$ cat config.mk
export PLATFORM = sky130hd
export DESIGN_NAME = muxn_rr
export DESIGN_NICKNAME = d
export VERILOG_FILES = /design/src/rtl/muxn_rr.sv
export SDC_FILE = /design/constraint.sdc
export NUM_CORES = 1
export LEC_CHECK = 0
export BUFFER_PORTS_ARGS = -buffer_cell sky130_fd_sc_hd__buf_4
export CELL_PAD_IN_SITES_DETAIL_PLACEMENT = 2
export CELL_PAD_IN_SITES_GLOBAL_PLACEMENT = 2
export CORE_ASPECT_RATIO = 1.4
export CORE_MARGIN = 2
export CORE_UTILIZATION = 22
export DETAILED_ROUTE_END_ITERATION = 10
export HOLD_SLACK_MARGIN = 0.03
export MAX_ROUTING_LAYER = met4
export PLACE_DENSITY_LB_ADDON = 0.1
export SLEW_MARGIN = 20
export SYNTH_ARGS = -nofsm -noshare
export SYNTH_HDL_FRONTEND = slang
export SYNTH_SLANG_ARGS = --single-unit
$ cat constraint.sdc
create_clock -name clk -period 2.7 [get_ports clk]
set_input_delay 0.405 -clock clk [delete_from_list [all_inputs] [get_ports clk]]
set_output_delay 0.405 -clock clk [all_outputs]
set_load 0.01 [all_outputs]
$ cat src/rtl/muxn_rr.sv
// N-to-1 registered channel multiplexer: explicit select (mode=0) or round-robin (mode=1).
// Defining MUXN_PARITY_EN adds out_par, the even parity of the registered word.
module muxn_rr #(
    parameter int WIDTH = 8,
    parameter int N     = 4,
    parameter int SEL_W = 2
) (
    input  logic               clk,
    input  logic               reset,
    input  logic [N*WIDTH-1:0] in_data,
    input  logic [N-1:0]       in_valid,
    output logic [N-1:0]       in_ready,
    input  logic               mode,
    input  logic [SEL_W-1:0]   s,
    output logic [WIDTH-1:0]   out_data,
    output logic               out_valid,
    input  logic               out_ready,
    output logic [SEL_W-1:0]   out_sel
`ifdef MUXN_PARITY_EN
    ,
    output logic               out_par
`endif
);

    // Handshake: a word moves on any edge where valid and ready are both 1 on
    // the same channel. in_ready never depends on in_valid of another cycle,
    // and out_valid stays high with stable data until out_ready is seen.
    logic [SEL_W-1:0] ptr;
    logic             loadable;
    logic             grant_vld;
    int               grant_idx;
    int               cand;
    logic             xfer;
    logic [WIDTH-1:0] sel_word;

    always_comb begin
        loadable  = !reset && (!out_valid || out_ready);
        grant_vld = 1'b0;
        grant_idx = 0;
        cand      = 0;
        if (!mode) begin
            for (int i = 0; i < N; i++) begin
                if (int'(s) == i && in_valid[i]) begin
                    grant_vld = 1'b1;
                    grant_idx = i;
                end
            end
        end else begin
            // Walk downward so the last hit is the nearest channel at or after ptr.
            for (int k = N - 1; k >= 0; k--) begin
                cand = int'(ptr) + k;
                if (cand >= N) cand = cand - N;
                for (int i = 0; i < N; i++) begin
                    if (i == cand && in_valid[i]) begin
                        grant_vld = 1'b1;
                        grant_idx = i;
                    end
                end
            end
        end

        xfer     = loadable && grant_vld;
        in_ready = '0;
        sel_word = '0;
        for (int i = 0; i < N; i++) begin
            if (i == grant_idx) begin
                in_ready[i] = xfer;
                sel_word    = in_data[i*WIDTH +: WIDTH];
            end
        end
    end

    always_ff @(posedge clk) begin
        if (reset) begin
            out_valid <= 1'b0;
            out_data  <= '0;
            out_sel   <= '0;
            ptr       <= '0;
`ifdef MUXN_PARITY_EN
            out_par   <= 1'b0;
`endif
        end else if (xfer) begin
            out_valid <= 1'b1;
            out_data  <= sel_word;
            out_sel   <= SEL_W'(grant_idx);
`ifdef MUXN_PARITY_EN
            out_par   <= ^sel_word;
`endif
            if (mode) ptr <= SEL_W'((grant_idx + 1) % N);
        end else if (out_ready) begin
            out_valid <= 1'b0;
        end
    end

endmodule

# == After elaboration in Yosys (flattened, before gate mapping) ==
# Index checks and enable logic that the tools add are counted.
# word_totals
register_bits,13
inputBits,42
output_inout_bits,15
# classes
eq_ne,18
n_addsub,8
n_mux,58
reduce_logical,33
n_lt_le_gt_ge,4
# op_table
cell,n
$mux W32,25
$eq A3 B32 Y1 const A,10
$eq A2 B32 Y1 const A,5
$logic_not A32 Y1,5
$mux W8,4
$mux W1,29
$logic_and A1 B1 Y1,22
$sub A3 B3 Y4 const B,3
$ge A3 B3 Y1 const B,3
$add A2 B2 Y3 const B,2
$eq A2 B2 Y1 const B,2
$sub A2 B3 Y4 const B,1
$add A2 B1 Y3 const B,1
$ge A2 B3 Y1 const B,1
$add A2 B2 Y2 const B,1
$eq A2 B1 Y1 const B,1
$logic_not A1 Y1,2
$logic_not A2 Y1,1
$reduce_and A2 Y1,1
$reduce_bool A2 Y1,1
$logic_or A1 B1 Y1,1

# == Depth between registers and ports, before layout ==
# logic_depth
ltp_word,27
depth_mapped,12
depth_no_buf,11

# == Worst setup path before layout ==
# OpenSTA, ideal clock, no wires.
# synth_path
path_kind,in2out
start,input port s[0]
end,output port in_ready[3]
required_time_ns,2.295
t_arrival_ns,2.087
cell_stages,9
path_slack_ns,0.208
n_path_buf,2
cell_sequence,mux2i_1 -> nor3b_1 -> and2b_1 -> inv_1 -> ha_1 -> clkbuf_1 -> clkbuf_1 -> inv_1 -> nor2_1
# synth_lines
item,line_no,rtl
start: declaration,14,"input logic [SEL_W-1:0] s,"
end: declaration,12,"output logic [N-1:0] in_ready,"

==> parameters.txt <==
Parameter                              Value

Worst setup path
  Worst Path Max Fanout ... 9
  Category of the most critical setup path ... register to output pin
  Type of element capturing the critical path ... output pin
  Beginning of the worst register-to-register path ... ptr[1]$_SDFFE_PP0P_
  Number of cells on the worst reg-to-reg path ... 11
  Worst endpoint data arrival time ... approximately 2.1 ns
  FF-to-FF End ... out_data[2]$_SDFFE_PP0P_
  Worst setup path endpoint ... in_ready[1]
  Required time at the endpoint of the critical path ... between 2 and 2.5 ns
  Worst reg-to-reg setup slack ... 0.41 ns
  Critical Path Source ... ptr[1]$_SDFFE_PP0P_
  Type of element launching the critical path ... register

Layout
  Synthesis-to-layout area growth ... 54.2%
  Final standard cell count with taps included and fillers excluded ... 221
  Diode insertion count for antenna repair ... 0
  Share of layout cells above drive strength 1 ... 0.472
  Final-layout fill cell count ... 483
  Layout Utilization ... 0.351
  Final Net Count ... 223

Worst hold path
  Number of cells on the worst hold path ... 2
  Path category of the worst min-delay check ... input port to register

Floorplan
  # IOs ... 57
  FP Rows ... 28
  Starting density of the core ... 0.228
  Total Die Area ... 4910 um^2
  Floorplan die height ... 82.1 um
  Horiz. Die Dim ... 59.8 um
  Area of the core ... 4200 um^2

Timing
  Unrepaired setup endpoints after global routing ... no
  Post-route setup slack ... 0.217 ns
  Part of the cycle the worst path needs ... 0.920
  Worst setup skew after layout ... 0.00195 ns
  Final-report setup violation count ... 0
  Number of slew-limit violations in the final report ... 0
  Final critical-path required period ... around 2.5 ns
  Transition at the pin with the smallest max-transition slack ... approximately 0.5 ns
  Post-Route Setup TNS ... 0 ns
  Final hold vios ... 0
  Normalized max-slew margin ... 0.670
  Achievable Freq ... between 400 and 500 MHz

Global route
  Number of global-route vias before repair ... 1261
  Global route total overflow ... 0
  Pin count of the biggest net entering global routing ... 15
  Global-route wire length before repair ... 5810 um
  All-Layer GR Usage ... 0.161
  Number of antenna violations at the first check in global routing ... 0

Routing
  Drt via density ... 5.05
  Detail Route Antenna Nets ... 0
  Final routed DRC violation total ... 0
  Via total after detailed routing ... 1117
  Drt first-iter violations ... 23
  Number of iterations in the first detailed-routing pass ... 4
  Routed WL per cell ... 16.6 um
  Total detailed-routing wirelength ... 3670 um

CTS
  Post-CTS clock slew at the launch and capture registers of the worst setup and hold paths ... around 0.060 ns
  Hold buffer count at cts ... 0
  Clock latency reported for the late side of the worst-skew pair ... between 0.2 and 0.25 ns
  Clock tree sinks ... 13
  Clk Tree Root Cell ... sky130_fd_sc_hd__clkbuf_8
  Inserted Clock Buffers ... 3
  H-tree levels ... 1
  CTS tree ... built
  CTS max path bufs ... 2

Power and ir drop
  Leak pwr ... 0.656 nW
  Power per standard cell area ... 456 nW/um^2
  IR Drop Worst-Case VDD ... 0.000184 V
  Total chip power ... 674 uW

Synthesis
  Synthesis Warnings ... 0
  Sequential-to-total area share from yosys stat ... 0.272
  Net count after synthesis ... 164
  Gate count after technology mapping ... around 120
  Seq cells post-synth ... 13
  Total standard cell area after synthesis ... 958 um^2
  Average instance area after synthesis ... ~8.1 um^2
  Count of distinct cell types in the synthesized netlist ... 28

Placed design
  Worst slack after detailed placement ... -0.0195 ns
  Detailed placer's ending HPWL ... 3100 um
  Count of input and output buffers ... 56
  Instance count after placement with tap cells included ... 217
  Final RePlAce weighted congestion ... just under 0.8

Outcome
  Status ... finished, final reports clean

Run
  Reported max-cap violation count ... 0
## kinds of logic after synthesis
group	share of synthesized area
buffers and inverters	0.0927
adder cells (fa/ha/maj)	0.0522
AO/OA/AOI/OAI	0.290
multiplexers	0.0522
AND/OR/NAND/NOR	0.242
flip-flops	0.272
## worst max-delay path: stages (launching register included)
cell and delay (ns):
sky130_fd_sc_hd__dfxtp_2 0.39, sky130_fd_sc_hd__mux2i_1 0.23, sky130_fd_sc_hd__nor2_1 0.08, sky130_fd_sc_hd__nor3_2 0.25, sky130_fd_sc_hd__a21oi_2 0.14, sky130_fd_sc_hd__inv_1 0.10
sky130_fd_sc_hd__ha_1 0.18, sky130_fd_sc_hd__buf_4 0.17, sky130_fd_sc_hd__inv_1 0.06, sky130_fd_sc_hd__nor2_1 0.10, sky130_fd_sc_hd__buf_4 0.13
## power breakdown
group / switching [mW] / internal (mW)
Clock: 0.0708 / 0.104
Combinational: 0.134 / 0.133
Sequential: 0.0165 / 0.216
Total: 0.221 / 0.453
## timing repair
item / in CTS / in global routing
endpoints found under the setup margin: 2 / 7
gates cloned: 0 / 0
gates resized for setup: 4 / 2
buffers inserted: 0 / 0
## cell type report
| type | count | area [um^2] | share of cell area |
|---|---|---|---|
| inverter | 9 | 33.8 | 0.0229 |
| multi-input combinational | 89 | 623 | 0.422 |
| tap | 45 | 56.3 | 0.0381 |
| sequential | 13 | 262 | 0.177 |
| clock buffer | 4 | 45.0 | 0.0305 |
| timing repair buffer | 61 | 458 | 0.310 |
## placed cells by master (no fill, tap or decap), types with 3 or more instances in the layout
cell                       instances
sky130_fd_sc_hd__dfxtp_1          12
sky130_fd_sc_hd__o21ai_2           5
sky130_fd_sc_hd__nor2_1           15
sky130_fd_sc_hd__inv_1             8
sky130_fd_sc_hd__o21ai_0           6
sky130_fd_sc_hd__nor3b_1           3
sky130_fd_sc_hd__ha_1              3
sky130_fd_sc_hd__a221oi_1          8
sky130_fd_sc_hd__mux2i_1           5
sky130_fd_sc_hd__clkbuf_8          3
sky130_fd_sc_hd__a21oi_1          12
sky130_fd_sc_hd__nand3_2           5
sky130_fd_sc_hd__buf_4            61
sky130_fd_sc_hd__nor3_1            7
sky130_fd_sc_hd__nand3_1           6
## state kept, by name (all words and copies together), names as in the netlist
register   flops
out_data       8
out_valid      1
ptr            2
out_sel        2
## through the flow
| stage | area, um^2 | hold slack [ns] |
|---|---|---|
| final | 1480 | 0.350 |
| after global routing | 1480 | 0.348 |
| after CTS | 1470 | 0.358 |
| after detailed placement | 1420 | 0.457 |
| after global placement | 1420 | 0.448 |
| after floorplan | 958 | 0.477 |
## worst min-delay path by stage
stage,to,slack [ns],from
global route,ptr[1]$_SDFFE_PP0P_,0.35,reset
floorplan,ptr[1]$_SDFFE_PP0P_,0.48,reset
CTS,ptr[1]$_SDFFE_PP0P_,0.36,reset
detailed placement,out_data[7]$_SDFFE_PP0P_,0.46,out_data[7]$_SDFFE_PP0P_
global placement,out_data[7]$_SDFFE_PP0P_,0.45,out_data[7]$_SDFFE_PP0P_
finish,ptr[1]$_SDFFE_PP0P_,0.35,reset
## routing by layer
metal	global-route usage	routed length [um]	vias to the layer above
met5	-	0	-
met3	0.0249	152	2
met4	0.0133	7	0
met1	0.140	1220	541
li1	-	-	543
met2	0.352	2290	31
## cells in the mapped netlist (all sizes together)
cell	number	share of area
nor3	8	0.042
o31ai	1	0.0078
o221ai	1	0.0091
o21ai	11	0.077
o41ai	1	0.017
o21a	1	0.0078
nor2	15	0.059
inv	9	0.035
or2b	1	0.0091
buf	2	0.027
a221oi	8	0.073
clkbuf	5	0.030
o211ai	1	0.022
nand2b	1	0.0065
dfxtp	13	0.27
and2b	1	0.0078
nand2	1	0.0039
nor3b	3	0.023
a21oi	13	0.068
a211oi	1	0.0078
mux2i	5	0.052
ha	4	0.052
nand3	11	0.084
nor2b	1	0.0065
Power figures use the tool's default switching activity.
